File: config.mk
export PLATFORM = sky130hd
export DESIGN_NAME = i2c_slave_byte_ctrl
export DESIGN_NICKNAME = d
export VERILOG_FILES = /design/src/rtl/i2c_slave_byte_ctrl_pkg.sv /design/src/rtl/i2c_slave_sync.sv /design/src/rtl/i2c_slave_byte_ctrl.sv
export SDC_FILE = /design/constraint.sdc
export NUM_CORES = 1
export LEC_CHECK = 0
export CAP_MARGIN = 20
export CORE_MARGIN = 2
export CORE_UTILIZATION = 52
export CTS_CLUSTER_DIAMETER = 120
export DETAILED_ROUTE_END_ITERATION = 10
export GPL_TIMING_DRIVEN = 0
export PLACE_DENSITY_LB_ADDON = 0.1
export SETUP_SLACK_MARGIN = 0.5
export SLEW_MARGIN = 25
export SYNTH_ARGS = -nofsm -noshare
export SYNTH_HDL_FRONTEND = slang
export SYNTH_SLANG_ARGS = --single-unit
File: constraint.sdc
create_clock -name Clk -period 2.38 [get_ports Clk]
set_input_delay 0.357 -clock Clk [delete_from_list [all_inputs] [get_ports Clk]]
set_output_delay 0.357 -clock Clk [all_outputs]
set_load 0.005 [all_outputs]
File: src/rtl/i2c_slave_byte_ctrl_pkg.sv
// I2C responder byte controller: shared types and constants.
// State encodings, ACK/NACK levels, the idle byte and the TX byte picker.
package i2c_slave_byte_ctrl_pkg;

  localparam int ST_W = 4;

  typedef enum logic [ST_W-1:0] {
    ST_IDLE,
    ST_ADDR,
    ST_ADDR_ACK,
    ST_RX_BYTE,
    ST_RX_ACK,
    ST_TX_BYTE,
    ST_TX_ACK,
    ST_WAIT_STOP
  } state_e;

  localparam logic       I2C_ACK       = 1'b0;
  localparam logic       I2C_NACK      = 1'b1;
  localparam logic [7:0] I2C_IDLE_BYTE = 8'hFF;

  // Byte to shift out: user data if offered, else the idle pattern.
  function automatic logic [7:0] pick_tx(
    input logic       valid,
    input logic [7:0] data
  );
    return valid ? data : I2C_IDLE_BYTE;
  endfunction

endpackage

File: src/rtl/i2c_slave_sync.sv
// SCL/SDA synchronisers with registered levels and edge strobes.
// The output register is the last of the SYNC_STAGES flops.
module i2c_slave_sync #(
  parameter int SYNC_STAGES = 2
) (
  input  logic clk,
  input  logic rst,
  input  logic scl_i,
  input  logic sda_i,
  output logic scl,
  output logic sda,
  output logic scl_rise,
  output logic scl_fall,
  output logic sda_rise,
  output logic sda_fall
);

  localparam int CW = SYNC_STAGES - 1;

  logic [CW-1:0] scl_sync_q, scl_sync_d;
  logic [CW-1:0] sda_sync_q, sda_sync_d;
  logic          scl_q, scl_d, sda_q, sda_d;
  logic          scl_rise_q, scl_rise_d;
  logic          scl_fall_q, scl_fall_d;
  logic          sda_rise_q, sda_rise_d;
  logic          sda_fall_q, sda_fall_d;
  logic          scl_tap, sda_tap;

  assign scl_tap = scl_sync_q[CW-1];
  assign sda_tap = sda_sync_q[CW-1];

  // Shift the raw lines in and derive edges against the held level.
  always_comb begin
    scl_sync_d    = scl_sync_q << 1;
    scl_sync_d[0] = scl_i;
    sda_sync_d    = sda_sync_q << 1;
    sda_sync_d[0] = sda_i;
    scl_d      = scl_tap;
    sda_d      = sda_tap;
    scl_rise_d = scl_tap & ~scl_q;
    scl_fall_d = ~scl_tap & scl_q;
    sda_rise_d = sda_tap & ~sda_q;
    sda_fall_d = ~sda_tap & sda_q;
  end

  // Idle bus is high, so reset everything to the released level.
  always_ff @(posedge clk) begin
    if (rst) begin
      scl_sync_q <= '1;
      sda_sync_q <= '1;
      scl_q      <= 1'b1;
      sda_q      <= 1'b1;
      scl_rise_q <= 1'b0;
      scl_fall_q <= 1'b0;
      sda_rise_q <= 1'b0;
      sda_fall_q <= 1'b0;
    end else begin
      scl_sync_q <= scl_sync_d;
      sda_sync_q <= sda_sync_d;
      scl_q      <= scl_d;
      sda_q      <= sda_d;
      scl_rise_q <= scl_rise_d;
      scl_fall_q <= scl_fall_d;
      sda_rise_q <= sda_rise_d;
      sda_fall_q <= sda_fall_d;
    end
  end

  assign scl      = scl_q;
  assign sda      = sda_q;
  assign scl_rise = scl_rise_q;
  assign scl_fall = scl_fall_q;
  assign sda_rise = sda_rise_q;
  assign sda_fall = sda_fall_q;

endmodule

File: src/rtl/i2c_slave_byte_ctrl.sv
// I2C responder byte controller: address match, RX and TX byte phases.
// Drives SDA open-drain through Sda_oe; no clock stretching.
module i2c_slave_byte_ctrl
  import i2c_slave_byte_ctrl_pkg::*;
#(
  parameter int SYNC_STAGES = 2,
  parameter int NBITS       = 4,
  parameter int BYTE_W      = 8
) (
  input  logic              Clk,
  input  logic              Rst,
  input  logic              Scl_i,
  input  logic              Sda_i,
  output logic              Sda_oe,
  input  logic [BYTE_W-2:0] Slv_addr,
  input  logic              Rx_ack_en,
  output logic [BYTE_W-1:0] Rx_data,
  output logic              Rx_valid,
  input  logic [BYTE_W-1:0] Tx_data,
  input  logic              Tx_valid,
  output logic              Tx_ready,
  output logic              Tx_underrun,
  output logic              Master_ack,
  output logic              Rw,
  output logic              Addr_match,
  output logic              Start_det,
  output logic              Stop_det,
  output logic              Busy
);

  logic scl, sda, scl_rise, scl_fall, sda_rise, sda_fall;
  logic start_ev, stop_ev;

  i2c_slave_sync #(
    .SYNC_STAGES(SYNC_STAGES)
  ) u_sync (
    .clk     (Clk),
    .rst     (Rst),
    .scl_i   (Scl_i),
    .sda_i   (Sda_i),
    .scl     (scl),
    .sda     (sda),
    .scl_rise(scl_rise),
    .scl_fall(scl_fall),
    .sda_rise(sda_rise),
    .sda_fall(sda_fall)
  );

  // An SCL edge in the same cycle masks any SDA edge.
  assign start_ev = sda_fall & scl & ~scl_rise & ~scl_fall;
  assign stop_ev  = sda_rise & scl & ~scl_rise & ~scl_fall;

  logic [NBITS-1:0]  state_q, state_d;
  logic [2:0]        cnt_q, cnt_d;
  logic              done_q, done_d;
  logic [BYTE_W-1:0] sh_q, sh_d;
  logic              oe_q, oe_d;
  logic [BYTE_W-1:0] rx_data_q, rx_data_d;
  logic              rx_valid_q, rx_valid_d;
  logic              tx_ready_q, tx_ready_d;
  logic              tx_under_q, tx_under_d;
  logic              mack_q, mack_d;
  logic              rw_q, rw_d;
  logic              match_q, match_d;
  logic              start_q, start_d;
  logic              stop_q, stop_d;
  logic              busy_q, busy_d;

  state_e            st, st_n;
  logic [BYTE_W-1:0] tx_byte;
  logic              rx_ack_bit;

  assign st         = state_e'(state_q);
  assign tx_byte    = pick_tx(Tx_valid, Tx_data);
  assign rx_ack_bit = Rx_ack_en ? I2C_ACK : I2C_NACK;

  // Next-state, shift/count and output pulses; START/STOP win everywhere.
  always_comb begin
    st_n       = st;
    cnt_d      = cnt_q;
    done_d     = done_q;
    sh_d       = sh_q;
    oe_d       = oe_q;
    rx_data_d  = rx_data_q;
    rx_valid_d = 1'b0;
    tx_ready_d = 1'b0;
    tx_under_d = 1'b0;
    mack_d     = mack_q;
    rw_d       = rw_q;
    match_d    = 1'b0;
    start_d    = 1'b0;
    stop_d     = 1'b0;
    busy_d     = busy_q;
    if (start_ev) begin
      st_n    = ST_ADDR;
      cnt_d   = '0;
      done_d  = 1'b0;
      oe_d    = 1'b0;
      start_d = 1'b1;
      busy_d  = 1'b1;
    end else if (stop_ev) begin
      st_n   = ST_IDLE;
      oe_d   = 1'b0;
      stop_d = 1'b1;
      busy_d = 1'b0;
    end else begin
      unique case (st)
        ST_IDLE: ;
        ST_ADDR, ST_RX_BYTE: begin
          if (scl_rise) begin
            sh_d  = {sh_q[BYTE_W-2:0], sda};
            cnt_d = cnt_q + 3'd1;
            if (cnt_q == 3'd7) done_d = 1'b1;
          end else if (scl_fall && done_q) begin
            if (st == ST_RX_BYTE) begin
              rx_data_d  = sh_q;
              rx_valid_d = 1'b1;
              oe_d       = ~rx_ack_bit;
              st_n       = ST_RX_ACK;
            end else if (sh_q[BYTE_W-1:1] == Slv_addr) begin
              rw_d    = sh_q[0];
              match_d = 1'b1;
              oe_d    = ~I2C_ACK;
              st_n    = ST_ADDR_ACK;
            end else begin
              st_n = ST_WAIT_STOP;
            end
          end
        end
        ST_ADDR_ACK: begin
          if (scl_fall) begin
            if (rw_q) begin
              sh_d       = tx_byte;
              oe_d       = ~tx_byte[BYTE_W-1];
              tx_ready_d = Tx_valid;
              tx_under_d = ~Tx_valid;
              st_n       = ST_TX_BYTE;
            end else begin
              oe_d = 1'b0;
              st_n = ST_RX_BYTE;
            end
          end
        end
        ST_RX_ACK: begin
          if (scl_fall) begin
            oe_d = 1'b0;
            st_n = ST_RX_BYTE;
          end
        end
        ST_TX_BYTE: begin
          if (scl_fall) begin
            if (cnt_q == 3'd7) begin
              oe_d = 1'b0;
              st_n = ST_TX_ACK;
            end else begin
              oe_d  = ~sh_q[BYTE_W-2];
              sh_d  = sh_q << 1;
              cnt_d = cnt_q + 3'd1;
            end
          end
        end
        ST_TX_ACK: begin
          if (scl_rise) begin
            mack_d = sda;
          end else if (scl_fall) begin
            if (mack_q == I2C_ACK) begin
              sh_d       = tx_byte;
              oe_d       = ~tx_byte[BYTE_W-1];
              tx_ready_d = Tx_valid;
              tx_under_d = ~Tx_valid;
              st_n       = ST_TX_BYTE;
            end else begin
              st_n = ST_WAIT_STOP;
            end
          end
        end
        ST_WAIT_STOP: oe_d = 1'b0;
        default:      st_n = ST_IDLE;
      endcase
    end
    if (st_n != st) begin
      cnt_d  = '0;
      done_d = 1'b0;
    end
    state_d = NBITS'(st_n);
  end

  // State and output registers; reset releases SDA on the next edge.
  always_ff @(posedge Clk) begin
    if (Rst) begin
      state_q    <= NBITS'(ST_IDLE);
      cnt_q      <= '0;
      done_q     <= 1'b0;
      sh_q       <= '0;
      oe_q       <= 1'b0;
      rx_data_q  <= '0;
      rx_valid_q <= 1'b0;
      tx_ready_q <= 1'b0;
      tx_under_q <= 1'b0;
      mack_q     <= 1'b0;
      rw_q       <= 1'b0;
      match_q    <= 1'b0;
      start_q    <= 1'b0;
      stop_q     <= 1'b0;
      busy_q     <= 1'b0;
    end else begin
      state_q    <= state_d;
      cnt_q      <= cnt_d;
      done_q     <= done_d;
      sh_q       <= sh_d;
      oe_q       <= oe_d;
      rx_data_q  <= rx_data_d;
      rx_valid_q <= rx_valid_d;
      tx_ready_q <= tx_ready_d;
      tx_under_q <= tx_under_d;
      mack_q     <= mack_d;
      rw_q       <= rw_d;
      match_q    <= match_d;
      start_q    <= start_d;
      stop_q     <= stop_d;
      busy_q     <= busy_d;
    end
  end

  assign Sda_oe      = oe_q;
  assign Rx_data     = rx_data_q;
  assign Rx_valid    = rx_valid_q;
  assign Tx_ready    = tx_ready_q;
  assign Tx_underrun = tx_under_q;
  assign Master_ack  = mack_q;
  assign Rw          = rw_q;
  assign Addr_match  = match_q;
  assign Start_det   = start_q;
  assign Stop_det    = stop_q;
  assign Busy        = busy_q;

endmodule

Word level (Yosys, flattened, before mapping)
Cells that the tools add are included.
{"block": "word_totals", "in_bits": 21, "register_bits": 42, "wordCells": 150}
{"block": "classes", "reduce_logical": 20, "bitwise_logic": 24, "n_mux": 60, "n_addsub": 1, "n_eq_ne": 22}
{"cell": "8-bit 2-to-1 mux", "count": 9}
{"cell": "4-bit 2-to-1 mux", "count": 10}
{"cell": "8-bit case mux with 4 select lines", "count": 1}
{"cell": "1-bit 2-to-1 mux", "count": 28}
{"cell": "4-bit case mux with 6 select lines", "count": 1}
{"cell": "3-bit 2-to-1 mux", "count": 6}
{"cell": "4-bit by 3-bit equality test with 1-bit output (second input constant)", "count": 4}
{"cell": "1-bit NOT", "count": 14}
{"cell": "2-bit != test (second input constant)", "count": 6}
{"cell": "11-bit AND reduction", "count": 1}
{"cell": "1-bit bitwise AND", "count": 10}
{"cell": "2-bit by 1-bit != test with 1-bit output (second input constant)", "count": 5}
{"cell": "10-bit AND reduction", "count": 1}
{"cell": "4-bit by 2-bit equality test with 1-bit output (second input constant)", "count": 2}
{"cell": "4-bit AND reduction", "count": 2}
{"cell": "7-bit equality test", "count": 1}
{"cell": "7-bit AND reduction", "count": 1}
{"cell": "7-bit OR reduction", "count": 1}
{"cell": "1-bit case mux with 6 select lines", "count": 1}
{"cell": "3-bit case mux with 2 select lines", "count": 1}
{"cell": "6-bit AND reduction", "count": 1}
{"cell": "6-bit nonzero test", "count": 1}
{"cell": "2-bit OR reduction", "count": 3}
{"cell": "3-bit OR reduction", "count": 2}
{"cell": "other kinds (13)", "count": 15}

Depth between registers and ports, before layout
{"block": "logic_depth", "depth_word": 10, "ltp_mapped": 8}

Hierarchy
From an unflattened synthesis, not the netlist that was laid out.
{"block": "unflattened", "cells_unflattened": 238, "hier_area_um2": 2130.8}
{"module": "i2c_slave_byte_ctrl", "instances": 1, "area_each_um2": 1915.6, "cells_each": 222}
{"module": "i2c_slave_sync", "instances": 1, "area_each_um2": 215.2, "cells_each": 16}

Least setup slack after synthesis
No wires, ideal clock.
{"block": "synth_timing", "path_kind": "register to register", "start": "register cnt_q[0]", "end": "register cnt_q[0]", "arrival_time_ns": 1.704, "period_less_slack_ns": 1.824, "slack_ns": 0.556, "required_ns": 2.260, "setup_time_ns": 0.120, "path_buffers": 1, "path_stages_with_launch": 9, "cell_sequence": "dfxtp_1 > ha_1 > ha_1 > nor2b_1 > o32ai_1 > or4_1 > buf_2 > xor2_1 > nor3_2"}
{"block": "synth_via", "elab_chain_cells": 8, "elab_cells_between_ends": 15, "cone_classes": "add/sub (1); eq/ne (3); mux (9); reduce/logical (2)"}
{"item": "start, declared", "line_no": "i2c_slave_byte_ctrl.sv:54", "rtl": "logic [2:0] cnt_q, cnt_d;"}
{"item": "start signal, assigned", "line_no": "i2c_slave_byte_ctrl.sv:208", "rtl": "cnt_q <= cnt_d;"}
{"item": "3-bit equality test", "line_no": "i2c_slave_byte_ctrl.sv:152", "rtl": "if (cnt_q == 3'd7) begin"}
{"item": "4-bit 2-to-1 mux", "line_no": "i2c_slave_byte_ctrl.sv:152"}
{"item": "4-bit 2-to-1 mux", "line_no": "i2c_slave_byte_ctrl.sv:151", "rtl": "if (scl_fall) begin"}
{"item": "4-bit case mux with 6 select lines", "line_no": "i2c_slave_byte_ctrl.sv:107", "rtl": "unique case (st)"}
{"item": "4-bit 2-to-1 mux", "line_no": "i2c_slave_byte_ctrl.sv:101", "rtl": "end else if (stop_ev) begin"}
{"item": "4-bit 2-to-1 mux", "line_no": "i2c_slave_byte_ctrl.sv:94", "rtl": "if (start_ev) begin"}
{"item": "4-bit != test", "line_no": "i2c_slave_byte_ctrl.sv:181", "rtl": "if (st_n != st) begin"}
{"item": "3-bit OR reduction (no source line)"}
Parallel ways exist; a longest one is shown, timed or not. The select of a mux whose other input is x is not followed.
A chain may end at the register's enable or synchronous reset.

Worst setup path in the final report
{"block": "layout_timing", "start": "register cnt_q[0]", "end": "register cnt_q[2]"}
Same word-level chain as after synthesis.

==> flow_summary.yaml <==
synth:
  yosys.area.top_type_share_pct: 38.8
  ys.flop_type: "dfxtp_1"
  synth_nets: 263
  yosysUniqueCellTypes: 56
  netlist_area_um2: 2160
  ys_ff_latch: 42
  yosysTopAreaCell: "dfxtp_1"
  synthArstFlopShare_pct: 0
  synth_edf_count: 0
  yosysSeqAreaShare_pct: 38.8
  synth_area_leaders: "dfxtp_1 (39%), mux2i_1 (6.5%), nor2_1 (5.0%)"
  syn_avg_cell_area_um2: 9.02
  yosys_warnings: 0
  synth_cells: 240
sta:
  hold_ws_ps: 420
  min_period_over_period_pct: 77.7
  rsz0062_at_grt: "true"
  min_period_ps: 1850
  setup_viol: 0
  setup_tns_ps: 0
  hold_viol_final: 0
  worst_slew_pin_slew_ps: 507
  slew_violations: 0
  clock.fmax_mhz: 541
  skew_ps: 5.79
  maxSlewHeadroom_pct: 66.2
grt:
  grt_pass1_wl_um: 8600
  gr-total-overflow: 0
  gr-usage-all-layers_pct: 24.6
  grt_max_degree: 13
  grt_pass1_vias: 1821
  antenna_found_initial: 0
placement:
  io_buffer_count: 37
  hpwl_um: 3790
  place.gp.congestion: 0.911
die:
  coreArea_um2: 4000
  dieWidth_um: 68.5
  rows: 23
  num_io_pins: 39
  die_y_um: 68.5
  initial_utilization_pct: 54.1
  die_area_um2: 4690
critical_path:
  worst-setup-path-type: "register to register"
  crit_path_end_kind: "register"
  cp_max_fo: 5
  critical_path_required_ps: 2560
  start_kind: "register"
  cp.arrival_ps: 2030
power_and_ir_drop:
  p_leak_uw: 0.00108
  ir_worst_vdd_uv: 425
  powerDensity_nw_per_um2: 500
hold_path:
  worstHoldPathType: "input port to register"
route:
  wire_per_inst_um: 15.5
  drc: 0
  vias: 1935
  drt-initial-drc-count: 108
  ant_nets: 0
  drt-total-wl_um: 5250
  dr.pass1.iters: 4
  viasPerCell: 5.72
final_layout:
  layout-drive-gt1-share_pct: 18.1
  finalNetCount: 311
  syn_to_final_growth_pct: 30.0
  antennaDiodeCount: 0
  num-fill-cells: 330
clock_network:
  clock_path_buffers: 2
  htree_levels: 2
  clkTransAtPathRegs_ps: 80
  cts_buffers: 5
  cts_tree: "yes"
  clock-root-buffer: "clkbuf_8"
  clock_latency_ps: 300
  clock_sinks: 42
run_status:
  status: "finished, final reports clean"
run:
  maxCapViolCount: 0
[routing by layer]
layer | part of all wire [%] | up-vias | GRT usage (%)
met3 | 5.5 | 10 | 4.71
met5 | 0 | - | 0
met4 | 2.2 | 0 | 11.5
li1 | - | 945 | -
met1 | 46 | 914 | 32.8
met2 | 46 | 66 | 38.1
[where the power goes]
part,internal (µW),switching (µW)
Sequential,711,7.30
Clock,335,235
Combinational,61.9,55.7
Total,1110,298
[through the flow]
step | cell area (µm²) | utilization, % | instances | setup WS, ps | power, µW
final | 2810 | 70.3 | 338 | 532 | 1410
after global routing | 2810 | 70.3 | 338 | 457 | 1460
after CTS | 2730 | 68.2 | 334 | 513 | 1420
after detailed placement | 2600 | 64.9 | 327 | 278 | 847
after global placement | 2600 | 64.9 | 327 | 259 | 846
after floorplan | 2160 | - | 240 | 556 | 794
[repair_timing]
action,CTS,global route
gates resized for setup,4,14
setup buffers,0,4
setup endpoints to repair,8,23
hold buffers,0,0
pin swaps,2,3
[cells in the final DEF, fill, tap and decap left out, types with 2 or more instances in the layout]
cell	synthesis	routed
nand2b_1	9	9
xnor2_1	5	5
a31oi_1	2	2
clkbuf_8	0	6
clkdlybuf4s50_1	0	37
nor3b_4	1	2
nor2_1	29	29
nand3b_1	8	8
nor3b_1	5	5
a22oi_1	2	2
xor2_1	4	3
buf_2	6	5
or2_2	4	4
dfxtp_2	0	2
o211ai_1	7	7
nand2_1	10	9
nand4_1	2	2
clkbuf_1	3	3
nand3_1	2	2
a211oi_2	2	2
inv_1	7	7
mux2i_1	14	14
buf_4	3	7
nor2b_1	3	2
nor3_1	6	6
dfxtp_1	42	40
buf_6	2	3
and3b_1	2	2
o21ai_0	9	8
a21oi_1	17	16
[sequential cells by signal, summed over array words and instances, names as in the netlist, 3 cells and up]
register / count
sh_q: 8
st: 4
Rx_data: 8
cnt_q: 3
[kinds of logic after synthesis]
| logic type | after synthesis | synth area share, % |
|---|---|---|
| AO/OA/AOI/OAI | 51 | 16.4 |
| XOR/XNOR | 9 | 3.64 |
| adder cells (fa/ha/maj) | 2 | 1.16 |
| buffers and inverters | 22 | 5.38 |
| flip-flops | 42 | 38.8 |
| multiplexers | 15 | 7.17 |
| other | 1 | 0.173 |
| AND/OR/NAND/NOR | 98 | 27.3 |
[path summary, 6_finish.rpt]
kind	startpoint	to	slack, ps	depth (start not counted)
worst max-delay path	cnt_q[0]	cnt_q[2]	530	8
worst min-delay path	Tx_valid	Tx_underrun	420	2
worst max register to register	cnt_q[0]	cnt_q[2]	530	8
worst min register to register	u_sync.scl_d	u_sync.scl	440	1
[synth_stat cells, types with 4 or more instances]
| cell type | n |
|---|---|
| inv_1 | 7 |
| xnor2_1 | 5 |
| nand2b_1 | 9 |
| or2_2 | 4 |
| nand2_1 | 10 |
| nand3b_1 | 8 |
| nor2_1 | 29 |
| buf_2 | 6 |
| o21ai_0 | 9 |
| a21oi_1 | 17 |
| nor3_1 | 6 |
| dfxtp_1 | 42 |
| o211ai_1 | 7 |
| nor3b_1 | 5 |
| mux2i_1 | 14 |
| xor2_1 | 4 |
[cell type report]
type | count | area, µm² | share of cell area (%)
clock inverter | 1 | 30.0 | 1.07
inverter | 7 | 26.3 | 0.934
tap | 50 | 62.6 | 2.22
buffer | 15 | 96.3 | 3.42
timing repair buffer | 41 | 400 | 14.2
clock buffer | 6 | 82.6 | 2.93
multi-input combinational | 176 | 1270 | 45.2
sequential | 42 | 843 | 30.0
[worst max-delay path: stages, from the launching register on]
cell and delay [ps]:
dfxtp_2 330, ha_2 190, ha_4 190, nor2b_2 120, o32ai_2 90, or4_4 430
buf_6 150, mux2i_1 170, nor3_1 60
No activity file was read; power rests on OpenSTA's default activity.
